### src/rtl/mux_pkg.sv
// -----------------------------------------------------------------------------
// mux_pkg
// Shared constants for the N:1 channel multiplexer family.
//   mode_e       : multiplexer operating mode (fixed select / round-robin)
//   N_MIN/N_MAX  : supported channel-count range
//   W_MIN/W_MAX  : supported data-width range
// -----------------------------------------------------------------------------
package mux_pkg;

    typedef enum logic {
        MODE_FIXED = 1'b0,
        MODE_RR    = 1'b1
    } mode_e;

    localparam int unsigned N_MIN = 2;
    localparam int unsigned N_MAX = 16;
    localparam int unsigned W_MIN = 1;
    localparam int unsigned W_MAX = 64;

endpackage

### src/rtl/rr_arbiter.sv
// -----------------------------------------------------------------------------
// rr_arbiter
// Purely combinational round-robin search: returns the first asserted request
// starting at index ptr and wrapping modulo N.
// Ports:
//   req         in   N   request vector
//   ptr         in   SW  search start index (always < N)
//   grant_valid out  1   at least one request asserted
//   grant_idx   out  SW  index of the winning request (0 when none)
// -----------------------------------------------------------------------------
module rr_arbiter #(
    parameter int N  = 4,
    parameter int SW = $clog2(N)
) (
    input  logic [N-1:0]  req,
    input  logic [SW-1:0] ptr,
    output logic          grant_valid,
    output logic [SW-1:0] grant_idx
);

    localparam int unsigned NU = N;

    // ptr + off, folded back into 0..N-1; a single subtraction suffices
    // because ptr < N and off < N.
    function automatic logic [SW-1:0] wrap_idx(input logic [SW-1:0] base,
                                               input int unsigned  off);
        int unsigned s;
        s = 32'(base) + off;
        if (s >= NU) s = s - NU;
        return SW'(s);
    endfunction

    // Offsets are scanned from farthest to nearest so the last hit, which
    // wins, is the one closest to ptr.
    always_comb begin
        grant_valid = 1'b0;
        grant_idx   = '0;
        for (int unsigned k = 0; k < NU; k++) begin
            if (req[wrap_idx(ptr, NU - 1 - k)]) begin
                grant_valid = 1'b1;
                grant_idx   = wrap_idx(ptr, NU - 1 - k);
            end
        end
    end

endmodule

### src/rtl/mux_rr_nx1.sv
// -----------------------------------------------------------------------------
// mux_rr_nx1
// N-input to 1-output valid/ready multiplexer with a registered output stage.
// Channel selection is either fixed (sel) or round-robin starting at an
// internal pointer that advances past each granted channel.
// Ports:
//   clk        in   1    clock, rising edge
//   rst_n      in   1    asynchronous active-low reset
//   mode       in   1    0 = fixed select via sel, 1 = round-robin
//   sel        in   SW   channel index for fixed mode (>= N never grants)
//   in_data    in   N*W  channel i at [i*W +: W]
//   in_valid   in   N    per-channel valid
//   in_ready   out  N    per-channel accept (combinational, one-hot or zero)
//   out_data   out  W    registered selected data
//   out_sel    out  SW   registered index of the supplying channel
//   out_valid  out  1    registered output valid
//   out_ready  in   1    downstream accept
// -----------------------------------------------------------------------------
module mux_rr_nx1
    import mux_pkg::*;
#(
    parameter int N  = 4,
    parameter int W  = 8,
    parameter int SW = $clog2(N)
) (
    input  logic           clk,
    input  logic           rst_n,
    input  logic           mode,
    input  logic [SW-1:0]  sel,
    input  logic [N*W-1:0] in_data,
    input  logic [N-1:0]   in_valid,
    output logic [N-1:0]   in_ready,
    output logic [W-1:0]   out_data,
    output logic [SW-1:0]  out_sel,
    output logic           out_valid,
    input  logic           out_ready
);

    localparam logic [SW:0]   N_EXT  = (SW+1)'(N);
    localparam logic [SW-1:0] IDX_MAX = SW'(N - 1);

    logic [SW-1:0] ptr;
    logic          load;
    logic          sel_ok;
    logic          arb_valid;
    logic [SW-1:0] arb_idx;
    logic          grant_valid;
    logic [SW-1:0] grant_idx;
    logic          xfer;
    logic [W-1:0]  mux_data;
    logic [SW-1:0] ptr_next;

    rr_arbiter #(
        .N  (N),
        .SW (SW)
    ) u_arb (
        .req         (in_valid),
        .ptr         (ptr),
        .grant_valid (arb_valid),
        .grant_idx   (arb_idx)
    );

    assign load   = !out_valid || out_ready;
    assign sel_ok = ({1'b0, sel} < N_EXT);

    // sel_ok masks the in_valid lookup so an out-of-range sel never grants.
    always_comb begin
        grant_valid = 1'b0;
        grant_idx   = '0;
        if (mode == MODE_RR) begin
            grant_valid = arb_valid;
            grant_idx   = arb_idx;
        end else begin
            grant_valid = sel_ok && in_valid[sel];
            grant_idx   = sel;
        end
    end

    assign xfer = load && grant_valid;

    always_comb begin
        in_ready = '0;
        if (rst_n && xfer) begin
            in_ready[grant_idx] = 1'b1;
        end
    end

    always_comb begin
        mux_data = '0;
        for (int unsigned i = 0; i < N; i++) begin
            if (grant_idx == SW'(i)) begin
                mux_data = in_data[i*W +: W];
            end
        end
    end

    // Explicit wrap keeps ptr inside 0..N-1 for non-power-of-two N.
    assign ptr_next = (grant_idx == IDX_MAX) ? '0 : grant_idx + SW'(1);

    always_ff @(posedge clk or negedge rst_n) begin
        if (!rst_n) begin
            out_valid <= 1'b0;
            out_data  <= '0;
            out_sel   <= '0;
            ptr       <= '0;
        end else if (load) begin
            if (grant_valid) begin
                out_valid <= 1'b1;
                out_data  <= mux_data;
                out_sel   <= grant_idx;
                if (mode == MODE_RR) begin
                    ptr <= ptr_next;
                end
            end else begin
                out_valid <= 1'b0;
            end
        end
    end

endmodule

### config.mk
export PLATFORM = sky130hd
export DESIGN_NAME = mux_rr_nx1
export DESIGN_NICKNAME = d
export VERILOG_FILES = /design/src/rtl/mux_pkg.sv /design/src/rtl/rr_arbiter.sv /design/src/rtl/mux_rr_nx1.sv
export SDC_FILE = /design/constraint.sdc
export NUM_CORES = 1
export LEC_CHECK = 0
export CAP_MARGIN = 25
export CORE_MARGIN = 3
export CORE_UTILIZATION = 38
export CTS_CLUSTER_DIAMETER = 50
export CTS_CLUSTER_SIZE = 16
export DETAILED_ROUTE_END_ITERATION = 6
export MAX_ROUTING_LAYER = met4
export PLACE_DENSITY = 0.81
export SYNTH_ARGS = -nofsm -noshare
export SYNTH_HDL_FRONTEND = slang
export SYNTH_HIERARCHICAL = 1
export SYNTH_SLANG_ARGS = --single-unit
### constraint.sdc
create_clock -name clk -period 3.3 [get_ports clk]
set_input_delay 0.66 -clock clk [delete_from_list [all_inputs] [get_ports clk]]
set_output_delay 0.66 -clock clk [all_outputs]
set_load 0.05 [all_outputs]
* Word level (Yosys, flattened, before mapping)
Index checks and enable logic that the tools add are counted.
** Cells by class
- Add/subtract/negate cells :: 8
- Magnitude comparators :: 11
- Equality and inequality tests :: 3
- Multiplexer cells :: 33
- Reductions and logical operators :: 8
** Operators by type and width (number)
- $mux 8 :: 4
- $mux 2 :: 10
- $lt 2x3->1 const B :: 6
- $mux 1 :: 12
- $bmux 1 s2 :: 5
- $ge 3x3->1 const B :: 3
- $sub 2x1->2 const B :: 4
- $add 2x2->3 const B :: 2
- $eq 2x2->1 const B :: 2
- $mux 4 :: 1
- $add 2x1->3 const B :: 1
- $ge 2x3->1 const B :: 1
- $logic_and 1x1->1 :: 3
- $reduce_and 3->1 :: 1
- $add 2x1->2 const B :: 1
- $demux 1 s2 :: 1
- $eq 2x1->1 const B :: 1
- $ge 2x1->1 const B :: 1
- $logic_not 2->1 :: 1
- $reduce_and 2->1 :: 1
- $logic_not 1->1 :: 1
- $logic_or 1x1->1 :: 1
** Storage, ports and cells
- Register bits after elaboration :: 13
- Input bits :: 42
- Output and inout bits :: 15
- Logic and storage cells :: 67

* Depth between registers and ports, before layout
Gate-level depths: netlist of the first run.
- Depth in word-level cells :: 15
- Depth in mapped cells :: 11

* Hierarchy
Netlist of the first run, hierarchy kept.
** By module, submodules not included
- mux_rr_nx1 :: instances 1, cells an instance 85, area each 913.4 µm²
- rr_arbiter :: instances 1, cells an instance 13, area each 77.6 µm²

* Least setup slack after synthesis of the first run
Ideal clock, no wire load.
- Path kind :: input to output
- Start :: input in_valid[3]
- End :: output in_ready[3]
- Data arrival time :: 2.318 ns
- Setup slack :: 0.322 ns
- Stages on the path :: 7
- Path buffers :: 2
- Path through :: mux2i_1 -> a211oi_2 -> mux2_2 -> ha_1 -> clkbuf_1 -> clkbuf_1 -> and3_1
** Between the ends
- Cells in the longest elaborated chain, start to end :: 12
** Ends and longest elaborated chain
- start, declared :: RTL line mux_rr_nx1.sv:31 : input logic [N-1:0] in_valid,
- $bmux 1 s2 :: RTL line rr_arbiter.sv:39 : if (req[wrap_idx(ptr, NU - 1 - k)]) begin
- $mux 1 (not written as such) :: RTL line rr_arbiter.sv:39
- $mux 2 (3 in a row) :: RTL line rr_arbiter.sv:39
- $mux 2 (*) :: RTL line rr_arbiter.sv:39
- named net arb_idx[0] :: RTL line mux_rr_nx1.sv:46 : logic [SW-1:0] arb_idx;
- $mux 2 (*) :: RTL line mux_rr_nx1.sv:70 : if (mode == MODE_RR) begin
- named net grant_idx[0] :: RTL line mux_rr_nx1.sv:48 : logic [SW-1:0] grant_idx;
- $lt 2x3->1 (not written as such) or $ge 2x1->1 (tied branches) :: RTL line mux_rr_nx1.sv:84 : in_ready[grant_idx] = 1'b1;
- $logic_and 1x1->1 (not written as such) :: RTL line mux_rr_nx1.sv:84
- $mux 1 (not written as such) :: RTL line mux_rr_nx1.sv:84
- $demux 1 s2 (*) :: RTL line mux_rr_nx1.sv:84
- $mux 4 (*) :: RTL line mux_rr_nx1.sv:83 : if (rst_n && xfer) begin
- end, declared :: RTL line mux_rr_nx1.sv:32 : output logic [N-1:0] in_ready,
Mark *: on every way through the listed nets, which the timed path passes. The rest lies on a longest branch. The select of a mux whose other input is x is not followed.

* Worst setup path in the final report of the first run
- Start :: input in_valid[3]
- End :: output in_ready[1]
Same word-level chain as after synthesis.

==> results.json, run 1 <==
{
  "track_usage": 0.1856,
  "period_minus_slack_ns": 3.202,
  "clock.fmax_ghz": 0.3123,
  "syn_nets": 144,
  "area_delta_synth_final_pct": 71.21,
  "firstDrtPassIters": 4,
  "clockBufferDepth": 2,
  "cts_max_level": 1,
  "finalSetupViolations": 0,
  "synthDistinctLibCells": 28,
  "avgViaCountPerCell": 5.293,
  "crit_fanout": 5,
  "cts_buffers": 3,
  "nets": 207,
  "slew_headroom": 0.6516,
  "hold_viol_final": 0,
  "cp-end-kind": "output port",
  "hpwl_um": 2248,
  "syn_area_um2": 991.0,
  "worst_pin_slew_ns": 0.5220,
  "yosys.area.top_type_share": 0.3283,
  "synth_seq_cells": 13,
  "cts_root_buf": "clkbuf_4",
  "design_area_um2": 1697,
  "finClkSkew_ns": 0.007165,
  "num_vias": 995,
  "gp_congestion": 0.8988,
  "cts_setup_buffers": 0,
  "ios": 57,
  "yosys_warnings": 6,
  "chipHeight_um": 57.07,
  "placement.io_buffers": 56,
  "route.detailed.drc": 0,
  "ys_seq_area_frac": 0.3283,
  "grt_pass1_wl_um": 4574,
  "p_leak_nw": 0.7045,
  "rows": 17,
  "antenna_found_initial": 0,
  "cp.required_ns": 2.64,
  "startpoint_type": "input port",
  "drt.antenna.violating_nets": 0,
  "wl_um": 2718,
  "worst_hold_path_type": "reg2reg",
  "syn_inst": 98,
  "layout.cells.non_filler": 188,
  "synthTopCellsByCount": "dfrtp_1 (13), nand2_1 (11), nor2b_1 (8)",
  "start_util": 0.4235,
  "irDropWorstVdd_mv": 0.6413,
  "clk_pin_slew_worst_paths_ns": 0.08,
  "overflow": 0,
  "cts_tree": "done",
  "p_per_area_nw_per_um2": 650.9,
  "synth-async-reset-ratio": 1.000,
  "coreArea_um2": 2340,
  "finalMaxSlewViolations": 0,
  "critical_path_arrival_ns": 2.54,
  "synth_most_common_cell": "dfrtp_1",
  "fin_util": 0.7251,
  "path_class": "in2out",
  "dp.cells": 184,
  "synth.avg_cell_area_um2": 10.11,
  "antenna_cells": 0,
  "drive_above_1_share": 0.2000,
  "ys.flop_type": "dfrtp_1",
  "synth-edff-count": 0,
  "fp.dieW_um": 57.07,
  "min_period_over_period": 0.9704,
  "power.total_mw": 1.104,
  "postPlaceCellArea_um2": 1653,
  "grt_setup_unrepaired": "false",
  "avgRoutedWirePerCell_um": 14.46,
  "status": "complete, no violations",
  "first_global_vias": 1029,
  "worst_skew_pair.late_latency_ns": 0.28,
  "drv_cap": 0,
  "tns_ns": 0,
  "synthTopCellsByArea": "dfrtp_1 (33%), mux2_4 (9.1%), a221oi_1 (6.2%)",
  "dr.first_iter.drc_count": 15,
  "cts.sinks": 13,
  "die_area_um2": 3256,
  "yosys.area.top_type": "dfrtp_1",
  "grt_max_degree": 18
}
==> where the power goes <==
group | leakage [nW] | internal (mW) | total [mW] | switching (mW)
registers | 0.156 | 0.228 | 0.281 | 0.0527
clock network | 0.0150 | 0.0469 | 0.0990 | 0.0521
logic | 0.533 | 0.328 | 0.724 | 0.396
total | 0.705 | 0.604 | 1.10 | 0.501
==> layer usage <==
metal  vias to the layer above  part of all wire  global-route usage  wire [µm]
met5                         -                 0                   -          0
met4                         0             0.022             0.09603         59
met3                         4              0.10             0.04525        275
met2                        68              0.47              0.2757       1277
met1                       439              0.41              0.2329       1106
li1                        484                 -                   -          -
==> kinds of logic after synthesis <==
family,count (synthesis),synth area share
AOI/OAI and AO/OA,23,0.1780
buffers and inverters,8,0.03787
adders and majority gates,4,0.05051
DFF,13,0.3283
muxes,16,0.2260
and+or+nand+nor,34,0.1793
==> path summary, 6_finish.rpt <==
kind | to | slack, ns | cells past startpoint | start
setup / recovery | in_ready[1] | 0.1 | 9 | in_valid[3]
hold / removal | out_data[1]$_DFFE_PN0P_ | 0.50 | 1 | out_data[1]$_DFFE_PN0P_
setup reg to reg | out_data[7]$_DFFE_PN0P_ | 0.83 | 10 | ptr[1]$_DFFE_PN0P_
hold reg to reg | out_data[1]$_DFFE_PN0P_ | 0.50 | 1 | out_data[1]$_DFFE_PN0P_
max in group asynchronous | ptr[1]$_DFFE_PN0P_ | 2.13 | 2 | rst_n
min in group asynchronous | out_data[5]$_DFFE_PN0P_ | 0.70 | 1 | rst_n
==> cells in the final DEF (no fill, tap or decap), types with 3 or more instances in the layout <==
| cell | instances |
|---|---|
| inv_1 | 3 |
| nand2_1 | 11 |
| ha_1 | 3 |
| o31ai_1 | 7 |
| a21oi_1 | 3 |
| dfrtp_1 | 13 |
| clkdlybuf4s50_1 | 52 |
| a221oi_1 | 7 |
| mux2_4 | 6 |
| buf_4 | 7 |
| mux2_2 | 3 |
| clkbuf_4 | 3 |
| buf_12 | 4 |
| mux2_1 | 4 |
| nor2_1 | 5 |
| nor2b_1 | 8 |
==> what timing repair did <==
item,in CTS,in global routing
resized for setup,0,4
hold buffers,0,0
hold endpoints to repair,0,0
setup endpoints to repair,0,2
==> worst max-delay path: stages <==
cell             delay, ns
clkdlybuf4s50_1       0.47
nand2b_1              0.20
a211oi_2              0.21
nor2_1                0.05
mux2_2                0.30
inv_1                 0.09
ha_2                  0.22
and3_4                0.20
buf_12                0.13
==> sequential cells by signal, summed over array words and instances (netlist names) <==
| register | count |
|---|---|
| out_data | 8 |
| out_sel | 2 |
| ptr | 2 |
| out_valid | 1 |
==> cell type report <==
type | instances | area (µm²)
repair buffers | 63 | 653.1
flip-flops and latches | 13 | 325.3
fillers | 171 | 643.1
well taps | 28 | 35.03
clock buffers | 4 | 26.28
inverters | 3 | 11.26
multi-input cells | 77 | 645.6
==> stage by stage <==
stage                     hold WS (ns)  setup slack, ns
after CTS                       0.5085          0.02252
after floorplan                 0.3644           0.3224
after global routing            0.5258        0.0003697
final                           0.5045          0.09757
after detailed placement        0.4849          0.04182
after global placement          0.4673          0.09224
No activity file was read; power rests on OpenSTA's default activity.
==> inputs of run 2 (changes only) <==
--- a/config.mk
+++ b/config.mk
@@ -9,7 +9,7 @@
 export CORE_MARGIN = 3
 export CORE_UTILIZATION = 38
 export CTS_CLUSTER_DIAMETER = 50
-export CTS_CLUSTER_SIZE = 16
+export CTS_CLUSTER_SIZE = 25
 export DETAILED_ROUTE_END_ITERATION = 6
 export MAX_ROUTING_LAYER = met4
 export PLACE_DENSITY = 0.81
==> results of run 2 <==
Final layout, timing and power as in run 1 (identical DEF).
